--- config.mk ---
export PLATFORM = sky130hd
export DESIGN_NAME = mem_port
export DESIGN_NICKNAME = d
export VERILOG_FILES = /design/src/rtl/mem_port.sv
export SDC_FILE = /design/constraint.sdc
export NUM_CORES = 1
export LEC_CHECK = 0
export ABC_AREA = 1
export ABC_CLOCK_PERIOD_IN_PS = 2020
export CORE_MARGIN = 2
export CORE_UTILIZATION = 40
export CTS_BUF_LIST = sky130_fd_sc_hd__clkbuf_4
export DETAILED_ROUTE_END_ITERATION = 10
export MAX_ROUTING_LAYER = met4
export PLACE_DENSITY = 0.75
export SLEW_MARGIN = 20
export SYNTH_ARGS = -nofsm -noshare
export SYNTH_HDL_FRONTEND = slang
export SYNTH_SLANG_ARGS = --single-unit
--- constraint.sdc ---
create_clock -name clk -period 2.02 [get_ports clk]
set_input_delay 0.404 -clock clk [delete_from_list [all_inputs] [get_ports clk]]
set_output_delay 0.404 -clock clk [all_outputs]
set_load 0.02 [all_outputs]
--- src/rtl/mem_port.sv ---
// mem_port: memory-side responder for the multicycle CPU.
//
// Takes one 16-bit word request at a time and turns it into two byte-wide
// accesses on the external memory bus, high byte first (address addr), then
// low byte (address addr+1). Each byte access lasts WAIT_STATES+1 cycles.
// Loads return the assembled word with a one-cycle rsp_valid pulse. Stores
// return the same pulse as an acknowledgement. An odd request address is
// answered at once with rsp_valid and rsp_err, and no bus access is made.
//
// Parameters
//   ADDR_WIDTH   CPU byte address width
//   WAIT_STATES  extra cycles per byte access, 0..7
//
// Ports
//   clk               clock, rising edge
//   reset             synchronous, active-high
//   req_valid         request strobe, sampled only while req_ready=1
//   req_write         1 = store, 0 = load/fetch
//   data_or_not_inst  1 = data space, 0 = instruction space
//   req_addr          word byte address (must be even)
//   req_wdata         store data
//   req_ready         idle and able to accept a request (registered)
//   rsp_valid         one-cycle completion pulse
//   rsp_rdata         load result; holds its value between loads
//   rsp_err           misaligned-request flag, pulses with rsp_valid
//   ext_addr          {space, byte address} toward memory
//   ext_dout          byte driven toward memory
//   ext_din           byte from memory
//   ext_ce            memory chip enable
//   ext_oe            bus drive enable for ext_dout (store phases only)
//   ext_we            byte write strobe
//
// state | meaning
// ------+----------------------------------------------------------------
// IDLE  | waiting for a request; req_ready=1
// HI    | high-byte access at {space, addr}
// LO    | low-byte access at {space, addr+1}
// RESP  | rsp_valid pulse; back to IDLE on the next edge
module mem_port #(
  parameter int ADDR_WIDTH  = 16,
  parameter int WAIT_STATES = 1
) (
  input  logic                  clk,
  input  logic                  reset,
  input  logic                  req_valid,
  input  logic                  req_write,
  input  logic                  data_or_not_inst,
  input  logic [ADDR_WIDTH-1:0] req_addr,
  input  logic [15:0]           req_wdata,
  output logic                  req_ready,
  output logic                  rsp_valid,
  output logic [15:0]           rsp_rdata,
  output logic                  rsp_err,
  output logic [ADDR_WIDTH:0]   ext_addr,
  output logic [7:0]            ext_dout,
  input  logic [7:0]            ext_din,
  output logic                  ext_ce,
  output logic                  ext_oe,
  output logic                  ext_we
);

  typedef enum logic [1:0] {
    IDLE = 2'd0,
    HI   = 2'd1,
    LO   = 2'd2,
    RESP = 2'd3
  } state_t;

  localparam logic [2:0]            WAIT_LOAD = 3'(WAIT_STATES);
  localparam logic [ADDR_WIDTH-1:0] ADDR_ONE  = {{(ADDR_WIDTH-1){1'b0}}, 1'b1};

  state_t                state_q;
  logic                  write_q;
  logic                  space_q;
  logic [ADDR_WIDTH-1:0] addr_q;
  logic [15:0]           wdata_q;
  logic [7:0]            hi_byte_q;
  logic [2:0]            wait_cnt_q;

  // The wait counter counts down from WAIT_STATES; a zero count marks the
  // last cycle of the current byte phase, which is where the read byte is
  // sampled and where the write strobe must already be showing.
  logic phase_last;
  assign phase_last = (wait_cnt_q == 3'd0);

  always_ff @(posedge clk) begin
    if (reset) begin
      state_q    <= IDLE;
      write_q    <= 1'b0;
      space_q    <= 1'b0;
      addr_q     <= '0;
      wdata_q    <= '0;
      hi_byte_q  <= '0;
      wait_cnt_q <= '0;
      req_ready  <= 1'b1;
      rsp_valid  <= 1'b0;
      rsp_err    <= 1'b0;
      rsp_rdata  <= '0;
      ext_addr   <= '0;
      ext_dout   <= '0;
      ext_ce     <= 1'b0;
      ext_oe     <= 1'b0;
      ext_we     <= 1'b0;
    end else begin
      case (state_q)
        IDLE: begin
          rsp_valid <= 1'b0;
          rsp_err   <= 1'b0;
          if (req_valid && req_ready) begin
            write_q   <= req_write;
            space_q   <= data_or_not_inst;
            addr_q    <= req_addr;
            wdata_q   <= req_wdata;
            req_ready <= 1'b0;
            if (req_addr[0]) begin
              // Misaligned: answer immediately, leave the bus untouched.
              state_q   <= RESP;
              rsp_valid <= 1'b1;
              rsp_err   <= 1'b1;
            end else begin
              state_q    <= HI;
              wait_cnt_q <= WAIT_LOAD;
              ext_addr   <= {data_or_not_inst, req_addr};
              ext_ce     <= 1'b1;
              ext_oe     <= req_write;
              ext_dout   <= req_write ? req_wdata[15:8] : 8'h00;
              // With no wait states the first cycle is also the last one.
              ext_we     <= req_write && (WAIT_LOAD == 3'd0);
            end
          end
        end

        HI: begin
          if (phase_last) begin
            if (!write_q) begin
              hi_byte_q <= ext_din;
            end
            state_q    <= LO;
            wait_cnt_q <= WAIT_LOAD;
            ext_addr   <= {space_q, addr_q + ADDR_ONE};
            ext_dout   <= write_q ? wdata_q[7:0] : 8'h00;
            ext_we     <= write_q && (WAIT_LOAD == 3'd0);
          end else begin
            wait_cnt_q <= wait_cnt_q - 3'd1;
            // Raise the strobe so it is visible exactly in the final cycle.
            ext_we     <= write_q && (wait_cnt_q == 3'd1);
          end
        end

        LO: begin
          if (phase_last) begin
            // rsp_rdata is only updated here so it never shows a half word.
            if (!write_q) begin
              rsp_rdata <= {hi_byte_q, ext_din};
            end
            state_q   <= RESP;
            rsp_valid <= 1'b1;
            ext_ce    <= 1'b0;
            ext_oe    <= 1'b0;
            ext_we    <= 1'b0;
            ext_dout  <= 8'h00;
          end else begin
            wait_cnt_q <= wait_cnt_q - 3'd1;
            ext_we     <= write_q && (wait_cnt_q == 3'd1);
          end
        end

        RESP: begin
          state_q   <= IDLE;
          rsp_valid <= 1'b0;
          rsp_err   <= 1'b0;
          req_ready <= 1'b1;
        end

        default: begin
          state_q   <= IDLE;
          req_ready <= 1'b1;
          rsp_valid <= 1'b0;
          rsp_err   <= 1'b0;
          ext_ce    <= 1'b0;
          ext_oe    <= 1'b0;
          ext_we    <= 1'b0;
          ext_dout  <= 8'h00;
        end
      endcase
    end
  end

endmodule

==> impl_metrics.toml, run 1 <==
[status]
outcome = "finished clean"

[detailed_routing]
drt_iter0_drc = 193
detail_route.wl_per_cell_um = 13.0
route.final.wire_length_um = 9890
detailedRoute.firstPassIterationCount = 5
highest-signal-layer = "met4"
wire_length_on_met2_um = 4410
dr_wl_met3_um = 770
drc = 0
ant_nets = 0
via_to_cell_ratio = 5.01
via_count = 3809
met1_length_um = 4570

[floorplan]
initial_cell_density_of_the_core_pct = 41.6
die-height_um = 102
floorplan_row_count = 35
floorplan.die.width_um = 102
die_area_um2 = 10500
boundary_pin_count = 92
design.core.area_um2 = 9330

[layout]
antenna-diode-count = 0
layout.filler_cells = 866
final_nets = 681
layout.cells.most_common = "clkdlybuf4s50_1"
area.sequential_um2 = 1720
area.growth.synth_to_final_pct = 31.9
layout.cell_area.non_filler_um2 = 5120
utilization_pct = 54.9
post_layout_nonfiller_instances = 760
multi_input_area_um2 = 1830
final_layout_size_suffix_gt1_share_pct = 6.02
layout.cells.most_common_list = "clkdlybuf4s50_1, dfxtp_1, nor2_1, nand2_1, o21ai_0"

[job]
max_cap_viols = 0

[placed_design]
dp_hpwl_um = 7050
post_dp_cell_area_um2 = 4940
io_buffers = 91
preCtsSetupSlack_ns = 0.185
last_weighted_congestion_value_of_the_routability_driven_placer = 0.886
placedCellCount = 744

[sta]
pin_slew_with_the_least_headroom_to_its_limit_ns = 0.418
final_critical_path_setup_slack_ns = 0.199
finalClockSkew_ns = 0.0193
rsz0062_at_grt = "false"
timing.final.hold_violations = 0
layout_worst_path_cycle_share_pct = 90.2
timing.final.setup_violations = 0
final-max-slew-violation-count = 0
hold-worst-slack_ns = 0.458
max_slew_headroom_pct = 72.1
finalCriticalPeriod_ns = 1.82
clock.fmax_mhz = 549
finalSetupTns_ns = 0

[hold_path]
timing.hold.worst.class = "register to register"

[yosys]
synth_cell_types = 27
syn_area_um2 = 3880
synthesis.instances = 539
ys.warnings.count = 0
syn-num-nets = 594
synth-seq-cells = 86
part_of_the_yosys_area_used_for_sequential_elements_pct = 44.4
synth.avg_cell_area_um2 = 7.20

[critical_path]
critical_path.max_stage_delay_ns = 0.62
critical_path.slowest_cell = "clkdlybuf4s50_1"
critical_path_cell_by_cell = "clkdlybuf4s50_1"
critical_path.top_delay_family = "buffers and inverters"
critical_path_buf_inv_count = 1
worst-setup-path-type = "register to output pin"
critical_path_required_ns = 1.62
critPathArrivalTime_ns = 1.42
cp_max_fo = 4
critPathCaptureType = "output pin"
critPathLaunchType = "register"

[cts]
worst_skew_pair.late_latency_ns = 0.41
cts_post_setup_buffers_inserted = 0
tritoncts_clock_tree = "done"
cts-htree-levels = 3
cts_resized = 0
cts_num_sinks = 86
clk_path_buf_depth = 2
worst_setup_hold_path_clk_slew_ns = 0.12
cts_hold_buffers = 0
number_of_cts_inserted_buffers = 9
cts-root-buf = "clkbuf_4"

[global_route]
gr-total-overflow = 0
grt_pass1_wl_um = 16000
first_global_vias = 3564
track_usage_pct = 19.6
grt_max_degree = 54
antenna_found_initial = 0

[power]
power_density_nw_per_um2 = 1410
worst_case_vdd_ir_drop_mv = 0.616
total_leakage_power_nw = 2.03
power.total_mw = 7.20
==> state kept, by name, summed over array words and instances (netlist names), 2 cells and up <==
signal and flops:
hi_byte_q 8, rsp_rdata 16, ext_dout 8, wait_cnt_q 3
state_q 2, addr_q 16, ext_addr 17, wdata_q 8
==> cells in the mapped netlist <==
| library cell | count | share of area, % |
|---|---|---|
| nand4_1 | 3 | 0.48 |
| nor2_4 | 2 | 0.58 |
| ha_1 | 10 | 3.2 |
| inv_2 | 4 | 0.39 |
| xor2_1 | 3 | 0.68 |
| o211ai_1 | 1 | 0.19 |
| a21oi_1 | 63 | 8.1 |
| nor2_2 | 1 | 0.16 |
| o21ai_1 | 7 | 0.90 |
| buf_1 | 1 | 0.097 |
| buf_6 | 1 | 0.29 |
| a211oi_1 | 4 | 0.77 |
| dfxtp_1 | 86 | 44 |
| nor3_1 | 3 | 0.39 |
| a31oi_1 | 3 | 0.48 |
| nor3_2 | 1 | 0.26 |
| buf_4 | 4 | 0.77 |
| a221o_1 | 1 | 0.26 |
| inv_1 | 48 | 4.6 |
| o21ai_0 | 66 | 8.5 |
| o31ai_1 | 8 | 1.5 |
| nand2_1 | 73 | 7.1 |
| nor2_1 | 82 | 7.9 |
| nand3_1 | 39 | 5.0 |
| buf_2 | 4 | 0.52 |
| nand2_2 | 4 | 0.65 |
| clkbuf_1 | 17 | 1.6 |
==> routing by layer <==
metal	global-route usage, %	vias to the layer above
li1	-	1948
met1	25.1	1717
met2	30.4	133
met3	4.79	11
met4	6.77	0
met5	-	-
==> cell families (layout without fill, tap and decap cells) <==
family | after synthesis | in the layout | synth area share, %
AOI/OAI and AO/OA | 153 | 153 | 20.8
xor gates and xnor gates | 3 | 3 | 0.678
adders and majority gates | 10 | 10 | 3.23
buffers and inverters | 79 | 171 | 8.35
DFF | 86 | 86 | 44.4
and+or+nand+nor | 208 | 208 | 22.5
==> worst reg2reg max path: stages, from the launching register on <==
cell and delay [ns]:
dfxtp_1 0.44, inv_1 0.13, ha_1 0.35, inv_1 0.34, nand3_1 0.13, o31ai_1 0.10
nand3_1 0.12, a21oi_1 0.13
==> power breakdown <==
part	total, mW	switching [mW]	internal, mW
combinational	3.39	2.04	1.34
clock	1.19	0.544	0.649
sequential	2.62	0.355	2.27
total	7.20	2.94	4.26
==> final cells by class <==
type,count,share of cell area (%)
Sequential cell,86,33.6
Tap cell,129,3.15
Inverter,52,3.81
Multi-Input combinational cell,374,35.8
Timing Repair Buffer,103,20.0
Clock buffer,11,1.61
Clock inverter,5,1.91
==> path summary, 6_finish.rpt <==
check	from	endpoint	slack (ns)	cells past startpoint
worst max-delay path	req_ready$_SDFFE_PP1P_	req_ready	0.20	1
worst min-delay path	space_q$_SDFFE_PP0P_	space_q$_SDFFE_PP0P_	0.46	2
worst max register to register	state_q[1]$_SDFFE_PP0P_	ext_dout[5]$_SDFFE_PP0P_	0.23	7
worst min register to register	space_q$_SDFFE_PP0P_	space_q$_SDFFE_PP0P_	0.46	2
(Power assumes the default switching activity.)
==> inputs of run 2 (changes only) <==
--- a/config.mk
+++ b/config.mk
@@ -7,12 +7,11 @@
 export LEC_CHECK = 0
 export ABC_AREA = 1
 export ABC_CLOCK_PERIOD_IN_PS = 2020
-export CORE_MARGIN = 2
 export CORE_UTILIZATION = 40
 export CTS_BUF_LIST = sky130_fd_sc_hd__clkbuf_4
 export DETAILED_ROUTE_END_ITERATION = 10
 export MAX_ROUTING_LAYER = met4
-export PLACE_DENSITY = 0.75
+export PLACE_DENSITY = 0.73
 export SLEW_MARGIN = 20
 export SYNTH_ARGS = -nofsm -noshare
 export SYNTH_HDL_FRONTEND = slang
==> run 2 against run 1 <==
Worst setup slack got worse by 0.049 ns. Non-clock buffer count did not move. Total power fell by 0.83%. Combinational power barely moved. Critical endpoint unchanged. Critical path type unchanged. Sequential cell count did not move. Utilization fell by 0.16 points. Largest power group unchanged. Register-to-register slack got worse by 0.05 ns. Clock skew rose by 0.0022 ns. Sequential share of layout area rose by 0.099 points. Critical path depth did not move.
==> impl_metrics.toml, run 2 (synthesis results as in run 1) <==
[critical_path]
critPathCaptureType = "output pin"
critical_path_cell_by_cell = "clkdlybuf4s50_1"
worst-setup-path-type = "register to output pin"
setup.reg_to_reg.worst_slack_ns = 0.18
critPathArrivalTime_ns = 1.47
critPathLaunchType = "register"
worstReg2RegEnd = "ext_dout[0]$_SDFFE_PP0P_"
critical_path_buf_inv_count = 1
r2r_start = "state_q[1]$_SDFFE_PP0P_"
r2r_cells = 6
critical_path.top_delay_family = "buffers and inverters"
critical_path.max_stage_delay_ns = 0.62
critical_path_required_ns = 1.62
cp_max_fo = 4
critical_path.slowest_cell = "clkdlybuf4s50_1"

[detailed_routing]
highest-signal-layer = "met4"
drt_iter0_drc = 208
met1_length_um = 4710
ant_nets = 0
dr_wl_met3_um = 656
detailedRoute.firstPassIterationCount = 4
via_count = 3774
via_to_cell_ratio = 4.97
detail_route.wl_per_cell_um = 13.2
drc = 0
wire_length_on_met2_um = 4480
route.final.wire_length_um = 10000

[layout]
layout.filler_cells = 910
top_register = "ext_addr"
layout.cells.most_common_list = "clkdlybuf4s50_1, dfxtp_1, nor2_1, nand2_1, o21ai_0"
number_of_flip_flops_under_the_largest_register_name = 17
antenna-diode-count = 0
layout.cells.most_common = "clkdlybuf4s50_1"
final_nets = 681
utilization_pct = 54.7
final_layout_size_suffix_gt1_share_pct = 6.34
area.growth.synth_to_final_pct = 31.5
top_regs = "ext_addr x17, addr_q x16, rsp_rdata x16"

[cts]
cts-htree-levels = 3
worst_skew_pair.late_latency_ns = 0.44
number_of_cts_inserted_buffers = 9
cts_num_sinks = 86
clk_path_buf_depth = 2
cts-root-buf = "clkbuf_4"
tritoncts_clock_tree = "done"
cts_hold_buffers = 0
worst_setup_hold_path_clk_slew_ns = 0.14

[sta]
final_critical_path_setup_slack_ns = 0.149
final-max-slew-violation-count = 0
max_slew_headroom_pct = 75.5
timing.final.setup_violations = 0
pin_slew_with_the_least_headroom_to_its_limit_ns = 0.366
finalCriticalPeriod_ns = 1.87
finalClockSkew_ns = 0.0215
timing.final.hold_violations = 0
layout_worst_path_cycle_share_pct = 92.6
clock.fmax_mhz = 535

[global_route]
grt_max_degree = 63
track_usage_pct = 21.1
grt_pass1_wl_um = 16600
gr-total-overflow = 0
antenna_found_initial = 0
first_global_vias = 3637

[power]
comb_pwr_share_pct = 47.9
total_leakage_power_nw = 2.02
worst_case_vdd_ir_drop_mv = 0.598
intPower_mw = 4.13
switching_power_mw = 3.01
proportion_of_power_drawn_by_flip_flops_and_latches_pct = 36.7
switching_fraction_of_total_power_pct = 42.1
p_clk_share_pct = 15.4
power_density_nw_per_um2 = 1400

[placed_design]
io_buffers = 91
last_weighted_congestion_value_of_the_routability_driven_placer = 0.905
dp_hpwl_um = 6970
preCtsSetupSlack_ns = 0.158

[floorplan]
design.core.area_um2 = 9330
boundary_pin_count = 92
floorplan.die.width_um = 100
initial_cell_density_of_the_core_pct = 41.6
die_area_um2 = 10100
die-height_um = 100
floorplan_row_count = 35

[status]
outcome = "finished clean"

[hold_path]
worst_hold_startpoint = "space_q$_SDFFE_PP0P_"
timing.hold.worst.class = "register to register"
holdPathStages = 2
hold-path-endpoint = "space_q$_SDFFE_PP0P_"

[job]
max_cap_viols = 0
[run 2: power by group through the flow]
stage | Combinational, mW | Clock [mW] | Sequential (mW)
after detailed placement | 3.40 | 0 | 2.64
after global placement | 3.32 | 0 | 2.63
after CTS | 3.42 | 1.12 | 2.62
final | 3.42 | 1.10 | 2.62
after floorplan | 1.83 | 0 | 2.97
after global routing | 3.79 | 1.19 | 2.70
[run 2: stage by stage]
stage	power [mW]	instances	hold slack, ns	setup TNS, ns	instance area (um^2)
3_3_place_gp	5.95	744	0.433	0	4940
4_1_cts	7.15	760	0.469	0	5100
6_report	7.14	760	0.464	0	5100
5_1_grt	7.67	760	0.495	-0.00177	5100
3_5_place_dp	6.04	744	0.450	0	4940
2_1_floorplan	4.80	539	0.424	0	3880
[run 2: repair_timing]
| action | 4_1_cts | 5_1_grt |
|---|---|---|
| setup buffers | 0 | 0 |
| endpoints found under the setup margin | 0 | 1 |
| gates resized for setup | 0 | 1 |
[run 2: metal layers]
metal	GRT usage, %	vias up
met2	33.5	120
li1	-	1949
met3	4.85	16
met4	7.36	0
met5	-	-
met1	26.3	1689
[run 2: worst max-delay path by stage]
| stage | from | to | slack [ns] | cells past startpoint |
|---|---|---|---|---|
| floorplan | state_q[0]$_SDFFE_PP0P_ | ext_dout[0]$_SDFFE_PP0P_ | 0.43 | 8 |
| global placement | req_valid | ext_addr[13]$_SDFFE_PP0P_ | 0.20 | 9 |
| detailed placement | req_valid | ext_addr[14]$_SDFFE_PP0P_ | 0.16 | 9 |
| CTS | req_ready$_SDFFE_PP1P_ | req_ready | 0.13 | 1 |
| global route | state_q[0]$_SDFFE_PP0P_ | ext_dout[1]$_SDFFE_PP0P_ | -0.002 | 6 |
| finish | req_ready$_SDFFE_PP1P_ | req_ready | 0.15 | 1 |
[run 2: tightest hold or removal path, stage by stage, from the launching register on]
cell and delay [ns]:
dfxtp_1 0.34, inv_1 0.05, a21oi_1 0.05
[run 2: area by class of cell]
cell class	count	area, um^2	share of cell area [%]
repair buffers	103	1030	20.1
clock inverters	6	86.3	1.69
flip-flops and latches	86	1720	33.7
multi-input cells	374	1830	35.9
clock buffers	10	75.1	1.47
well taps	129	161	3.16
inverters	52	199	3.90
